**src/rtl/mdu_seq.sv**
```systemverilog
// RV32IM M-extension sequencer: latches operands, runs a multi-cycle multiply or a
// 1-bit-per-cycle restoring divide, and holds the core in stall until done pulses.
`ifndef XLEN
`define XLEN 32
`endif

module mdu_seq #(
    parameter int MUL_STAGES = 2
) (
    input  logic              clk,
    input  logic              rst,
    input  logic              start,
    input  logic [2:0]        funct3,
    input  logic [`XLEN-1:0]  rs1_data,
    input  logic [`XLEN-1:0]  rs2_data,
    output logic              stall,
    output logic              busy,
    output logic              done,
    output logic [`XLEN-1:0]  result
);
    localparam logic [1:0] S_IDLE = 2'd0;
    localparam logic [1:0] S_MUL  = 2'd1;
    localparam logic [1:0] S_DIV  = 2'd2;
    localparam logic [1:0] S_DONE = 2'd3;

    localparam int CW = (MUL_STAGES > `XLEN) ? $clog2(MUL_STAGES) : $clog2(`XLEN);
    localparam logic [`XLEN-1:0] INT_MIN = {1'b1, {(`XLEN-1){1'b0}}};

    logic [1:0]       state;
    logic [CW-1:0]    cnt;
    logic [2:0]       op_q;
    logic [`XLEN-1:0] a_q, b_q, quo_q, rem_q;
    logic             neg_quo_q, neg_rem_q;

    // Operand conditioning for the IDLE latch
    logic             sgn_div_in, div_zero, div_ovf;
    logic [`XLEN-1:0] rs1_abs, rs2_abs;

    always_comb begin
        sgn_div_in = funct3[2] & ~funct3[0];
        rs1_abs    = (sgn_div_in & rs1_data[`XLEN-1]) ? -rs1_data : rs1_data;
        rs2_abs    = (sgn_div_in & rs2_data[`XLEN-1]) ? -rs2_data : rs2_data;
        div_zero   = (rs2_data == '0);
        div_ovf    = sgn_div_in & (rs1_data == INT_MIN) & (rs2_data == '1);
    end

    // 33-bit sign/zero-extended operands; only the low 64 bits of the product are consumed
    logic             a_sgn, b_sgn;
    logic [`XLEN:0]   ea, eb;
    logic [2*`XLEN+1:0] ea_w, eb_w;
    logic [2*`XLEN-1:0] prod;
    logic [`XLEN-1:0] mul_res;

    always_comb begin
        a_sgn   = (op_q != 3'b011);
        b_sgn   = ~op_q[1];
        ea      = {a_sgn & a_q[`XLEN-1], a_q};
        eb      = {b_sgn & b_q[`XLEN-1], b_q};
        ea_w    = {{(`XLEN+1){ea[`XLEN]}}, ea};
        eb_w    = {{(`XLEN+1){eb[`XLEN]}}, eb};
        prod    = (2*`XLEN)'(ea_w * eb_w);
        mul_res = (op_q == 3'b000) ? prod[`XLEN-1:0] : prod[2*`XLEN-1:`XLEN];
    end

    // One restoring-divide step; quo_q shifts the dividend out as quotient bits shift in
    logic [`XLEN:0]   shifted;
    logic             ge;
    logic [`XLEN-1:0] quo_nx, rem_nx, quo_fin, rem_fin;

    always_comb begin
        shifted = {rem_q, quo_q[`XLEN-1]};
        ge      = (shifted >= {1'b0, b_q});
        rem_nx  = ge ? `XLEN'(shifted - {1'b0, b_q}) : shifted[`XLEN-1:0];
        quo_nx  = {quo_q[`XLEN-2:0], ge};
        quo_fin = neg_quo_q ? -quo_nx : quo_nx;
        rem_fin = neg_rem_q ? -rem_nx : rem_nx;
    end

    always_ff @(posedge clk or posedge rst) begin
        if (rst) begin
            state     <= S_IDLE;
            cnt       <= '0;
            op_q      <= '0;
            a_q       <= '0;
            b_q       <= '0;
            quo_q     <= '0;
            rem_q     <= '0;
            neg_quo_q <= 1'b0;
            neg_rem_q <= 1'b0;
            result    <= '0;
        end else begin
            case (state)
                S_IDLE: begin
                    if (start) begin
                        op_q      <= funct3;
                        a_q       <= rs1_data;
                        b_q       <= funct3[2] ? rs2_abs : rs2_data;
                        quo_q     <= rs1_abs;
                        rem_q     <= '0;
                        neg_quo_q <= sgn_div_in & (rs1_data[`XLEN-1] ^ rs2_data[`XLEN-1]);
                        neg_rem_q <= sgn_div_in & rs1_data[`XLEN-1];
                        if (!funct3[2]) begin
                            state <= S_MUL;
                            cnt   <= CW'(MUL_STAGES - 1);
                        end else if (div_zero) begin
                            state  <= S_DONE;
                            result <= funct3[1] ? rs1_data : '1;
                        end else if (div_ovf) begin
                            state  <= S_DONE;
                            result <= funct3[1] ? '0 : INT_MIN;
                        end else begin
                            state <= S_DIV;
                            cnt   <= CW'(`XLEN - 1);
                        end
                    end
                end
                S_MUL: begin
                    if (!start) begin
                        state <= S_IDLE;
                    end else if (cnt == '0) begin
                        state  <= S_DONE;
                        result <= mul_res;
                    end else begin
                        cnt <= cnt - CW'(1);
                    end
                end
                S_DIV: begin
                    if (!start) begin
                        state <= S_IDLE;
                    end else begin
                        quo_q <= quo_nx;
                        rem_q <= rem_nx;
                        if (cnt == '0) begin
                            state  <= S_DONE;
                            result <= op_q[1] ? rem_fin : quo_fin;
                        end else begin
                            cnt <= cnt - CW'(1);
                        end
                    end
                end
                default: state <= S_IDLE;
            endcase
        end
    end

    assign done  = (state == S_DONE);
    assign busy  = (state != S_IDLE);
    assign stall = start & (state != S_DONE);

endmodule

```
**config.mk**
```make
export PLATFORM = sky130hd
export DESIGN_NAME = mdu_seq
export DESIGN_NICKNAME = d
export VERILOG_FILES = /design/src/rtl/mdu_seq.sv
export SDC_FILE = /design/constraint.sdc
export NUM_CORES = 2
export LEC_CHECK = 0
export CORE_MARGIN = 2
export CORE_UTILIZATION = 35
export CTS_CLUSTER_SIZE = 20
export DETAILED_ROUTE_END_ITERATION = 8
export PLACE_DENSITY = 0.54
export RECOVER_POWER = 100
export SYNTH_ARGS = -nofsm -noshare
export SYNTH_HDL_FRONTEND = slang
export SYNTH_SLANG_ARGS = --single-unit
```
**constraint.sdc**
```tcl
create_clock -name clk -period 10.3 [get_ports clk]
set_input_delay 2.06 -clock clk [delete_from_list [all_inputs] [get_ports clk]]
set_output_delay 2.06 -clock clk [all_outputs]
set_load 0.01 [all_outputs]
```
# Word-level counts from Yosys, hierarchy flattened
# Index checks and enable logic that the tools add are counted.
# W data, S select, Z words.
# classes
div,0
n_shift,0
bitwise,12
reduce_logical,14
magnitude_cmp,1
muxes,39
eq_ne,19
add_sub_neg,6
multipliers,1
# ops
operator,count
$mux W32,22
$neg A32 Y32,4
$pmux W32 S2,2
$pmux W32 S3,1
$eq A32 B32 Y1 const B,2
$mul A33 B33 Y64,1
$ge A33 B32 Y1,1
$logic_not A32 Y1,1
$sub A32 B32 Y32,1
$mux W5,6
$ne A2 B2 Y1 const B,8
$pmux W5 S2,1
$and A1 B1 Y1,9
$ne A3 B3 Y1 const B,3
$mux W2,4
$reduce_and A8 Y1,1
$ne A3 B2 Y1 const B,2
$reduce_and A6 Y1,1
$reduce_bool A2 Y1,3
$logic_not A5 Y1,1
$sub A5 B1 Y5 const B,1
$eq A2 B2 Y1 const B,2
$pmux W2 S2,1
$reduce_and A2 Y1,2
other kinds (10),12
# totals
rom_bits,0
regBits,172
latchBits,0
input_bits,70
n_memories,0
ram_bits,0

# Logic depth before layout (Yosys ltp)
# logic_depth
word_depth,9
ltp_mapped,32
ltp_nobuf,30

# Least setup slack after synthesis
# OpenSTA, ideal clock, no wires.
# synth_timing
path_type,register to register
start,register op_q[0]
end,register result[30]
required_time_ns,10.177
slack_ns,1.869
synth_period_minus_slack_ns,8.431
t_arrival_ns,8.308
path_stages_with_launch,30
setup_ns,0.123
path_cell_list,dfrtp_1 nor2b_1 a21boi_0 clkbuf_1 clkbuf_1 nand2_1 fa_1 inv_1 fa_1 fa_1 inv_1 fa_1 inv_1 fa_1 fa_1 fa_1 inv_1 fa_1 inv_1 ha_1 clkbuf_1 and3_1 nand2_1 nor3_1 a21oi_1 a311oi_1 a311o_1 xnor2_1 o21ai_1 o2bb2ai_2
# synth_between
elab_chain_cells,7
word_cells_on_any_way,8
cone_classes,1 x mul; 1 x eq/ne; 4 x mux; 1 x bitwise; 1 x reduce/logical
# synth_lines
element,line,source
start: declaration,31,logic [2:0] op_q;
start signal: assignment,95,op_q <= funct3;
$ne A3 B2 Y1,55,a_sgn = (op_q != 3'b011);
$and A1 B1 Y1,57,"ea = {a_sgn & a_q[`XLEN-1], a_q};"
$mul A33 B33 Y64,61,prod = (2*`XLEN)'(ea_w * eb_w);
$mux W32 (*),62,mul_res = (op_q == 3'b000) ? prod[`XLEN-1:0] : prod[2*`XLEN-1:`XLEN];
$mux W32 (*),120,end else if (cnt == '0) begin
$mux W32 (*),118,if (!start) begin
$pmux W32 S3 (*),92,case (state)
end signal: assignment,107,result <= funct3[1] ? rs1_data : '1;
end signal: assignment,122,result <= mul_res;
end signal: assignment,135,result <= op_q[1] ? rem_fin : quo_fin;
end: declaration,19,output logic [`XLEN-1:0] result
# Mark *: on every way between the ends. The rest lies on a longest branch, timed or not. The select of a mux whose other input is x is not followed.
# A chain may end at the register's enable or synchronous reset.

# Worst setup path in the final report
# Ends and elaborated chain as after synthesis.

==> metrics.cfg <==
[run_status]
status=finished, violations left
failed_checks=capacitance limit, slew limit

[yosys]
synth_top_family_by_area=adder cells
synth_compound_area_share_pct=9.16
synthesis.nets=7224
synth_top_area_share_pct=44.3
synth-xor-area-share_pct=3.48
ys_types=101
async_reset_ff_share_pct=100
yosys.area_share.simple_pct=15.9
synth_top_cell_by_area=fa_1
synth_edf_count=0
yosys_warnings=0
synthMuxAreaShare_pct=1.48
synth-seq-cells=172
synth_area_sq_mm=0.0509
synthAdderAreaFrac_pct=50.6
syn_inst=5772
synth_ff_type=dfrtp_1
yosys-top-cells-area=fa_1, inv_1, dfrtp_1, nand2_1, ha_1
syn_avg_cell_area_sq_um=8.82
seq_area_frac_synth_pct=8.46

[cts]
cts.hold.buffers_added=0
cts_tree=built
cts_resized=0
clock-sinks=172
cts.path.max_buffers=2
clk_root_buffer_cell=clkbuf_16
clock_latency_ns=0.50
clkTransAtPathRegs_ns=0.07
cts_made_buffers=17
cts_setup_buffers=0
htree_levels=4

[floorplanning]
core_area_sq_mm=0.144
fp.dieH_um=385
floorplan.die.width_um=385
std_cell_rows=139
start_util_pct=35.3
pin_count=105
die_area_sq_mm=0.149

[detailed_routing]
finalWirelength_um=167000
vias=39600
wl_met1_um=72700
routed-wl-met3_um=10700
firstDrtPassIters=5
viasPerCell=5.21
avgRoutedWirePerCell_um=21.9
drc=0
highest_layer=met5
drt-initial-drc-count=2643
ant_nets=0
wl_met2_um=78500

[global_routing]
grt-ovfl-total=0
grt_pass1_wl_um=262000
antenna_found_initial=13
grt_usage_pct=23.3
grt_max_degree=82
grt_pass1_vias=42300

[sta]
grt_setup_unrepaired=no
finalCriticalPeriod_ns=9.62
hold_violations=0
timing.fmax_mhz=104
finClkSkew_ns=0.0147
setup-tns-final_ns=0
drv_slew=308
slew_headroom_pct=-181
fin_crit_sh_pct=93.4
tightestPinTransition_ns=4.22
setup_viol=0

[layout]
layout_common_cells=inv_1, fa_1, nand2_1
n_fill_cell=14800
layout-drive-gt1-share_pct=3.83
areaGrowthSynthToFinish_pct=7.02
final_cell_area_sq_mm=0.0545
final_common_cell=inv_1
finalNonFillerCells=7601
nNetsFinal=7137
antenna_cells=0

[critical_path]
r2r-start=op_q[0]$_DFFE_PP0P_
arrival_ns=10.01
cp-end-kind=flip-flop
start_kind=flip-flop
critPathMostFrequentCell=fa_1
cpPeakStageDelay_ns=0.95
cp.required_ns=10.69
crit_start=op_q[0]$_DFFE_PP0P_
critical_path.slowest_cell=fa_1
crit_type=flip-flop to flip-flop
crit_fanout=31

[place]
dpl-instance-area_sq_mm=0.0540
numPortBuffers=104
place_congestion=0.968
place_inst=7569
dp_hpwl_um=139000

[job]
cap_violations=6

[min_path]
hold_class=flip-flop to flip-flop
hold_start=result[5]$_DFFE_PP0P_

path summary, 6_finish.rpt:
path	end	slack (ns)	cells after the start
min in group asynchronous	result[11]$_DFFE_PP0P_	2.70	2
worst max-delay path	result[30]$_DFFE_PP0P_	0.68	28
worst max register to register	result[30]$_DFFE_PP0P_	0.68	28
worst min-delay path	result[5]$_DFFE_PP0P_	0.48	1
worst min register to register	result[5]$_DFFE_PP0P_	0.48	1
max in group asynchronous	a_q[28]$_DFFE_PP0P_	2.38	3
registers in the layout, indices dropped and copies added, names as in the netlist, 2 cells and up:
signal / count
rem_q: 32
op_q: 3
cnt: 5
b_q: 32
state: 2
result: 32
quo_q: 32
a_q: 32
kinds of logic after synthesis:
logic type                 after synthesis
and+or+nand+nor                       1720
AOI/OAI and AO/OA                      741
adders and majority gates             1382
xor gates and xnor gates               202
buffers and inverters                 1484
DFF                                    172
muxes                                   71
worst max-delay path: cells and delay by family (launching register included):
family          cells  cell delay (ns)
xor+xnor            1             0.24
flops               1             0.39
buf+inv             6             1.25
fa+ha+maj           9             5.19
simple gates        3             0.60
compound gates      9             1.84
area by class of cell:
type / instances / area (sq um) / area share [%]
Timing Repair Buffer: 212 / 1860 / 3.41
Sequential cell: 172 / 4310 / 7.91
Tap cell: 1903 / 2380 / 4.37
Clock inverter: 13 / 155 / 0.285
Clock buffer: 19 / 443 / 0.813
Multi-Input combinational cell: 4116 / 41000 / 75.2
Inverter: 1166 / 4380 / 8.04
synthesized netlist by cell type, drive strengths merged, types with 14 or more instances:
library cell	number
nand3	41
buf	27
o21a	17
a31oi	17
o31ai	34
nand4	30
or4	14
o211ai	15
clkbuf	291
fa	1126
mux2	34
or2	14
xor2	91
nor2	157
a21oi	197
dfrtp	172
or3	23
o21ai	257
nor4	17
ha	256
and2	376
inv	1166
a221oi	14
a21o	55
a211oi	20
xnor2	111
o41ai	14
nor3	47
mux2i	37
nand2	945
metrics by stage:
stage / hold slack (ns) / utilization [%] / setup slack, ns
floorplan: 0.475 / - / 1.87
global placement: 0.463 / 37.5 / 0.715
detailed placement: 0.478 / 37.5 / 0.755
CTS: 0.494 / 37.9 / 0.715
global route: 0.512 / 37.8 / 0.171
finish: 0.483 / 37.8 / 0.677
per-layer routing:
| metal | vias up | track usage [%] |
|---|---|---|
| met5 | - | 0 |
| met2 | 1328 | 38.1 |
| met1 | 20600 | 32.2 |
| li1 | 17400 | - |
| met3 | 214 | 3.22 |
| met4 | 6 | 6.47 |
Power is not shown: default switching activity piles up to over one toggle a cycle in this logic, so the estimate is an artifact.
